File: src/rtl/regfile_pkg.sv
// Shared definitions for the multi-port register file: clear-engine state
// encodings and default geometry.
package regfile_pkg;

    typedef enum logic {
        IDLE  = 1'b0,
        CLEAR = 1'b1
    } clr_state_e;

    localparam int DEF_DATA_W = 16;
    localparam int DEF_ADDR_W = 4;

endpackage

File: src/rtl/regfile_clr_fsm.sv
// Sequential bulk-clear engine: walks a pointer over every entry, one per cycle,
// and reports Busy for the whole walk.
module regfile_clr_fsm
    import regfile_pkg::*;
#(
    parameter int ADDR_W = DEF_ADDR_W
) (
    input  logic              clk,
    input  logic              rst_n,
    input  logic              clr,
    output logic              clr_we,
    output logic [ADDR_W-1:0] clr_addr,
    output logic              busy
);

    clr_state_e        state_reg, state_next;
    logic [ADDR_W-1:0] ptr_reg, ptr_next;
    logic              busy_reg;

    always_ff @(posedge clk or negedge rst_n) begin
        if (!rst_n) begin
            state_reg <= IDLE;
            ptr_reg   <= '0;
            busy_reg  <= 1'b0;
        end else begin
            state_reg <= state_next;
            ptr_reg   <= ptr_next;
            busy_reg  <= (state_next == CLEAR);
        end
    end

    always_comb begin
        state_next = state_reg;
        ptr_next   = ptr_reg;
        clr_we     = 1'b0;
        clr_addr   = ptr_reg;
        case (state_reg)
            IDLE: begin
                if (clr) begin
                    state_next = CLEAR;
                    ptr_next   = '0;
                end
            end
            CLEAR: begin
                clr_we   = 1'b1;
                ptr_next = ptr_reg + ADDR_W'(1);
                // Last entry zeroed on this edge; new Clr requests are ignored until IDLE
                if (&ptr_reg) begin
                    state_next = IDLE;
                end
            end
            default: state_next = IDLE;
        endcase
    end

    assign busy = busy_reg;

endmodule

File: src/rtl/regfile_mp.sv
// Two-write / two-read register file with port-1 write priority, collision flag,
// optional hardwired-zero entry 0, optional registered read and bulk clear.
module regfile_mp
    import regfile_pkg::*;
#(
    parameter int DATA_W   = DEF_DATA_W,
    parameter int ADDR_W   = DEF_ADDR_W,
    parameter int ZERO_R0  = 0,
    parameter int READ_REG = 0
) (
    input  logic              CLK,
    input  logic              RSTn,
    input  logic [ADDR_W-1:0] Addr_A,
    input  logic [ADDR_W-1:0] Addr_B,
    output logic [DATA_W-1:0] Src,
    output logic [DATA_W-1:0] Dest,
    input  logic              WR0,
    input  logic [ADDR_W-1:0] Waddr0,
    input  logic [DATA_W-1:0] Wdata0,
    input  logic              WR1,
    input  logic [ADDR_W-1:0] Waddr1,
    input  logic [DATA_W-1:0] Wdata1,
    input  logic              Clr,
    output logic              Busy,
    output logic              Collision
);

    localparam int DEPTH = 1 << ADDR_W;

    logic [DATA_W-1:0] mem_reg [DEPTH];
    logic              collision_reg;
    logic              clr_we;
    logic [ADDR_W-1:0] clr_addr;
    logic              we0_ok, we1_ok;
    logic [ADDR_W-1:0] rd_addr [2];
    logic [DATA_W-1:0] rd_data [2];

    regfile_clr_fsm #(.ADDR_W(ADDR_W)) u_clr_fsm (
        .clk      (CLK),
        .rst_n    (RSTn),
        .clr      (Clr),
        .clr_we   (clr_we),
        .clr_addr (clr_addr),
        .busy     (Busy)
    );

    assign we0_ok = WR0 && !Busy && !((ZERO_R0 != 0) && (Waddr0 == '0));
    assign we1_ok = WR1 && !Busy && !((ZERO_R0 != 0) && (Waddr1 == '0));

    // Port 1 is written last so it wins a same-address conflict
    always_ff @(posedge CLK or negedge RSTn) begin
        if (!RSTn) begin
            for (int i = 0; i < DEPTH; i++) begin
                mem_reg[i] <= '0;
            end
        end else begin
            if (clr_we) begin
                mem_reg[clr_addr] <= '0;
            end
            if (we0_ok) begin
                mem_reg[Waddr0] <= Wdata0;
            end
            if (we1_ok) begin
                mem_reg[Waddr1] <= Wdata1;
            end
        end
    end

    // Flags address conflicts on the request itself, even when the write is masked
    always_ff @(posedge CLK or negedge RSTn) begin
        if (!RSTn) begin
            collision_reg <= 1'b0;
        end else begin
            collision_reg <= WR0 && WR1 && (Waddr0 == Waddr1);
        end
    end

    assign Collision  = collision_reg;
    assign rd_addr[0] = Addr_A;
    assign rd_addr[1] = Addr_B;

    generate
        for (genvar gi = 0; gi < 2; gi++) begin : g_rd
            logic [DATA_W-1:0] rd_comb;

            assign rd_comb = ((ZERO_R0 != 0) && (rd_addr[gi] == '0)) ? '0 : mem_reg[rd_addr[gi]];

            if (READ_REG != 0) begin : g_reg
                logic [DATA_W-1:0] rd_reg;

                // Write-through: capture the value this edge's accepted write stores
                always_ff @(posedge CLK or negedge RSTn) begin
                    if (!RSTn) begin
                        rd_reg <= '0;
                    end else if (we1_ok && (Waddr1 == rd_addr[gi])) begin
                        rd_reg <= Wdata1;
                    end else if (we0_ok && (Waddr0 == rd_addr[gi])) begin
                        rd_reg <= Wdata0;
                    end else begin
                        rd_reg <= rd_comb;
                    end
                end
                assign rd_data[gi] = rd_reg;
            end else begin : g_comb
                assign rd_data[gi] = rd_comb;
            end
        end
    endgenerate

    assign Src  = rd_data[0];
    assign Dest = rd_data[1];

endmodule

File: config.mk
export PLATFORM = sky130hd
export DESIGN_NAME = regfile_mp
export DESIGN_NICKNAME = d
export VERILOG_FILES = /design/src/rtl/regfile_pkg.sv /design/src/rtl/regfile_clr_fsm.sv /design/src/rtl/regfile_mp.sv
export SDC_FILE = /design/constraint.sdc
export NUM_CORES = 1
export LEC_CHECK = 0
export ABC_AREA = 1
export CORE_ASPECT_RATIO = 0.9
export CORE_MARGIN = 1.5
export CORE_UTILIZATION = 35
export DETAILED_ROUTE_END_ITERATION = 12
export PLACE_DENSITY = 0.58
export SYNTH_ARGS = -nofsm -noshare
export SYNTH_HDL_FRONTEND = slang
export SYNTH_HIERARCHICAL = 1
export SYNTH_SLANG_ARGS = --single-unit
File: constraint.sdc
create_clock -name CLK -period 3.3 [get_ports CLK]
set_input_delay 0.99 -clock CLK [delete_from_list [all_inputs] [get_ports CLK]]
set_output_delay 0.99 -clock CLK [all_outputs]
set_load 0.01 [all_outputs]
* Yosys cells after proc, flatten, opt, wreduce, memory -nomap -nowiden
Cells that the tools add are included.
** Storage, ports and cells
- Memory bits (read-only) :: 0
- Register bits after elaboration :: 262
- Bits of input ports :: 53
- Memories kept :: 0
- Latch bits :: 0
- Output and inout port bits :: 34
- RAM bits :: 0
- Logic and storage cells :: 70
** Cells by class
- Bitwise gates (word level) :: 8
- Mux-type cells :: 23
- Add/subtract/negate cells :: 1
- $mul :: 0
- Reduce and logical (&&, ||, !) cells :: 9
- Shift operators :: 0
- Div/mod/pow operators :: 0
- Magnitude comparators :: 8
- Eq/ne operators :: 2
** Operators by type and width (count)
- 256-bit two-way mux :: 3
- 256-bit bitwise mux :: 2
- 256-bit AND :: 1
- 256-bit NOT :: 1
- 16-bit demux with 4-bit select :: 3
- 16-bit binary-select mux with 4-bit select :: 2
- 16-bit two-way mux :: 7
- 5-bit >= comparator, second input constant :: 5
- 4-bit NOT with 5-bit output :: 5
- 5-bit by 1-bit less-than comparator with 1-bit output, second input constant :: 3
- 4-bit case mux with 2 select lines :: 1
- 1-bit logical AND :: 7
- 4-bit by 1-bit adder with 4-bit output, second input constant :: 1
- 4-bit equality test :: 1
- 4-bit two-way mux :: 1
- 4-bit AND reduction :: 1
- 1-bit two-way mux :: 3
- 2-bit inequality test, second input constant :: 1
- 1-bit case mux with 2 select lines :: 1
- 1-bit zero test :: 1
- 1-bit NOT :: 1

* Longest topological paths before layout
Gate-level depths: netlist of the first run.
- Depth after elaboration :: 12
- Mapped depth :: 9

* Modules after synthesis
The synthesis of the first run kept the hierarchy.
** Modules (own cells, without submodules)
- regfile_mp :: area each 19508.7 µm², cells each 3396, sequential area each 6431.2 µm², instances 1
- regfile_clr_fsm :: area each 241.5 µm², cells each 30, sequential area each 125.1 µm², instances 1

* Worst setup path after synthesis of the first run
No wires, ideal clock.
- Path type :: input -> output
- Start :: in Addr_B[0]
- End :: out Dest[0]
- Stages on the path :: 8
- Data arrival time :: 1.949 ns
- Slack :: 0.361 ns
- Cells stage by stage :: inv_1 clkbuf_1 clkbuf_1 nand2_1 nand3_1 nand3_1 nand3_1 nand2_1
** On the way
- Word-level cells in the longest chain between the ends :: 4
** RTL lines
- from (decl) :: RTL line regfile_mp.sv:14 : input logic [ADDR_W-1:0] Addr_B,
- 4-bit NOT with 5-bit output (implied by the code) :: RTL line regfile_mp.sv:86 : assign rd_comb = ((ZERO_R0 != 0) && (rd_addr[gi] == '0)) ? '0 : mem_reg[rd_addr[gi]];
- 16-bit binary-select mux with 4-bit select :: RTL line regfile_mp.sv:86
- 16-bit two-way mux (implied by the code) (2 in series) :: RTL line regfile_mp.sv:86
- to (decl) :: RTL line regfile_mp.sv:16 : output logic [DATA_W-1:0] Dest,
Every way passes these cells. The select of a mux whose other input is x is not followed.

* Final worst setup path of the first run
- Start :: in Addr_B[1]
- End :: out Dest[15]
Same word-level chain as after synthesis.

==> results, run 1 <==
- The flow ran to the end, but the final reports show violations.
- The final reports fail on setup timing.
- The count of max-cap constraint violations is 0.
- The number of H-tree branching levels is 2.
- Once detailed placement completed, the half-perimeter wirelength came to 70020 um.
- Counting flops and latches in the post-synthesis netlist gives approximately 260.
- Synthesis instantiated 27 different standard cells from the library.
- The final setup violation count is 1.
- The max-slew violation count came to 0.
- The minimum period implied by the final worst setup slack is about 3.4 ns.
- After synthesis, the mean cell area works out to 5.765 sq um.
- The die is approximately 250 um wide.
- The average wire length per cell after detail routing is between 20 and 25 um.
- The first-pass GRT wire length is about 150000 um.
- Setup repair after global routing could not meet its margin everywhere.
- The final layout contains routed wiring with a total length of between 100000 and 150000 um.
- The height of the die is between 200 and 250 um.
- Port buffering added 86 buffers.
- TritonCTS built the clock tree.
- The maximum number of pins on one net before global-route repair is 68.
- The number of ports placed on the die boundary is 87.
- STA puts the critical path data required time at approximately 2.3 ns.
- The startpoint class of the critical path is an input port.
- The initial antenna violation count was 1.
- The number of nets produced by synthesis is 3480.
- The total clock buffers created by CTS is 34.
- Excluding fillers, the count of instances in the completed layout stands at 4274.
- By startpoint and endpoint, the worst setup path is classified as input port to primary output.
- The number of routed nets with antenna violations is 0.
- Compared with the post-synthesis result, the final layout area differs by 21.40%.
- The placer's final routability congestion estimate is ~1.0.
- Counting along the longest clock path gives a buffer depth of 3.
- The number of instances in the synthesized netlist is approximately 3400.
- The number of iterations in the first detailed-routing pass is 5.
- The ratio of cells with drive above 1 in the final layout is a little over a tenth.
- The worst reg-to-reg setup slack is 1.15 ns.
- The analysis attributes to cell leakage a power of ~13 nW.
- The setup slack after layout is -0.05419 ns.
- 0 antenna diodes ended up in the layout.
- The area enclosed by the die boundary is around 58000 sq um.
- Clock-pin slew was measured on the worst setup and hold paths at about 0.05 ns.
- The final hold violation count is 0.
- The area inside the core boundary is roughly 56000 sq um.
- Global routing used between 30 and 40% of the available tracks across all layers.
- The max-slew headroom at the worst pin is approximately a third.
- For this run, the number of Yosys warnings is 6.
- For this block, the initial DRC count from the detailed router was about 3500.
- The via count of the first global-routing pass came to 21260.
- VDD sags by at most 0.2838 mV.
- The register with the most flip-flops in the layout has 256 of them.
- For this run, the top clock speed supported by timing is about 300 MHz.
- The clock network latency to the later pin of the worst-skew pair is about 0.55 ns.
- The average vias per placed instance is 5.460.
- At the pin with the least slew margin, the transition time is 0.9914 ns.
- The capturing element type of the critical path is a primary output.
- In the routed design, unresolved DRC markers number 0.
- The clock net sink count is 262.
- The number of cells on the worst reg-to-reg path is 9.
- Summing the sequential cell areas from Yosys gives about a third of the chip area.
- The effective utilization at floorplan is a little over a third.
- The arrival time reported for the critical path endpoint is approximately 2.4 ns.
- For this run the aggregate overflow at the end of global routing stands at 0.
- In this run the worst hold path is classified as input port to async pin.
- The cell area that synthesis handed to floorplanning was between 15000 and 20000 sq um.
- The final layout contains between 3000 and 4000 nets.
- The placement row count is 82.
- The detailed router placed 23335 vias in this run.
- The worst-path maximum fanout is 14.
- In this run the clock root is driven by a clkbuf_16.
- The worst clock skew is about 0.014 ns.
- In this run, placement finished with an instance count of between 4000 and 5000.
- The accumulated negative setup slack is -0.05419 ns.
- Power spread over the standard cell area amounts to ~690 nW/um^2.
- The share of the clock period used by the worst path is 101.6%.
==> synth_stat cells, drive strengths merged <==
| library cell | count | area share, % |
|---|---|---|
| nand2 | 1792 | 34 |
| nand3 | 718 | 18 |
| inv | 320 | 6.1 |
| dfrtp | 262 | 33 |
| clkbuf | 144 | 2.7 |
| buf | 88 | 2.5 |
| o21ai | 49 | 1.2 |
| nor2 | 35 | 0.88 |
| clkinv | 5 | 0.13 |
| nor3 | 5 | 0.35 |
| a21oi | 2 | 0.051 |
| a31oi | 1 | 0.032 |
| ha | 1 | 0.063 |
| nand3b | 1 | 0.038 |
| nand4 | 1 | 0.032 |
| o22ai | 1 | 0.032 |
| xor2 | 1 | 0.044 |
==> critical path: stages <==
cell and delay, ns:
buf_4 0.16, inv_8 0.12, bufbuf_16 0.32, nand3_1 0.16, nand3_1 0.11, nand3_1 0.07
nand2_1 0.13, dlygate4sd2_1 0.29
==> layout by cell type, fill, tap and decap left out, types with 2 or more instances in the layout <==
cell and count:
nand2_1 1760, nand3_1 681, inv_1 292, dfrtp_1 262
buf_4 131, o21ai_0 48, clkdlybuf4s50_1 45, clkbuf_16 37
nand3_2 36, nand2_2 28, buf_12 27, inv_2 24
nor2_1 20, dlygate4sd2_1 15, nor2_2 14, buf_16 13
buf_2 11, clkinv_2 9, buf_6 9, clkbuf_8 5
bufbuf_16 5, nor3_4 4, nand2_4 4, clkbuf_1 4
clkdlybuf4s15_1 4, inv_6 3, bufinv_16 3, clkbuf_2 3
inv_16 2, a21oi_1 2, buf_8 2, clkdlybuf4s15_2 2
==> per-layer routing <==
layer / vias up / track usage [%] / part of all wire [%]
met1: 10807 / 47.55 / 40
met5: - / 0 / 0
met4: 0 / 20.85 / 7.2
li1: 10740 / - / -
met2: 1437 / 50.12 / 41
met3: 351 / 9.987 / 12
==> layout make-up <==
class | instances | area, sq um
Clock buffer | 44 | 959.7
Multi-Input combinational cell | 2607 | 11160
Fill cell | 5979 | 31730
Tap cell | 756 | 945.9
Clock inverter | 11 | 143.9
Inverter | 325 | 1271
Timing Repair Buffer | 269 | 2940
Sequential cell | 262 | 6556
==> cell families after synthesis <==
kind of cell               Yosys count  synth area share (%)
buffers and inverters              557                 11.47
and+or+nand+nor                   2552                 53.87
DFF                                262                 33.20
AOI/OAI and AO/OA                   53                 1.356
adders and majority gates            1               0.06334
xor gates and xnor gates             1               0.04435
==> per-stage QoR <==
stage | cell area, sq um | setup slack [ns] | hold WS (ns) | total power (W) | utilization [%]
floorplan | 19750 | 0.3613 | 0.5447 | 0.009501 | -
global placement | 22140 | -0.5075 | 0.5622 | 0.01221 | 39.74
finish | 23980 | -0.05419 | 0.3643 | 0.01645 | 43.04
global route | 23980 | -0.02475 | 0.4068 | 0.01749 | 43.04
CTS | 23900 | -0.01775 | 0.3914 | 0.01621 | 42.89
detailed placement | 22140 | -0.4999 | 0.5614 | 0.01222 | 39.74
==> worst paths after layout <==
check                                     from            to
worst min-delay path                      RSTn  mem_reg[203]
min in group CLK                  mem_reg[196]  mem_reg[196]
max in group asynchronous                 RSTn   mem_reg[27]
worst max-delay path                 Addr_B[1]      Dest[15]
worst max register to register  u_clr_fsm/busy   mem_reg[78]
worst min register to register    mem_reg[196]  mem_reg[196]
==> report_power, final <==
| part | internal [W] | total, W | switching, W |
|---|---|---|---|
| clock network | 0.00228 | 0.00388 | 0.00160 |
| logic | 0.00224 | 0.00727 | 0.00503 |
| registers | 0.00455 | 0.00530 | 0.000756 |
==> what timing repair did <==
action                                  4_1_cts  5_1_grt
endpoints found under the setup margin       32       23
pin swaps                                     7        8
hold buffers                                  0        0
gates cloned                                 11        2
buffers inserted                              4        1
resized for setup                           146       43
(Power assumes the default switching activity.)
==> run 2, diff against run 1 <==
--- a/config.mk
+++ b/config.mk
@@ -6,6 +6,7 @@
 export NUM_CORES = 1
 export LEC_CHECK = 0
 export ABC_AREA = 1
+export ABC_CLOCK_PERIOD_IN_PS = 3300
 export CORE_ASPECT_RATIO = 0.9
 export CORE_MARGIN = 1.5
 export CORE_UTILIZATION = 35
==> results of run 2 <==
Same layout as run 1: the final DEF is identical, and so are final timing and power.
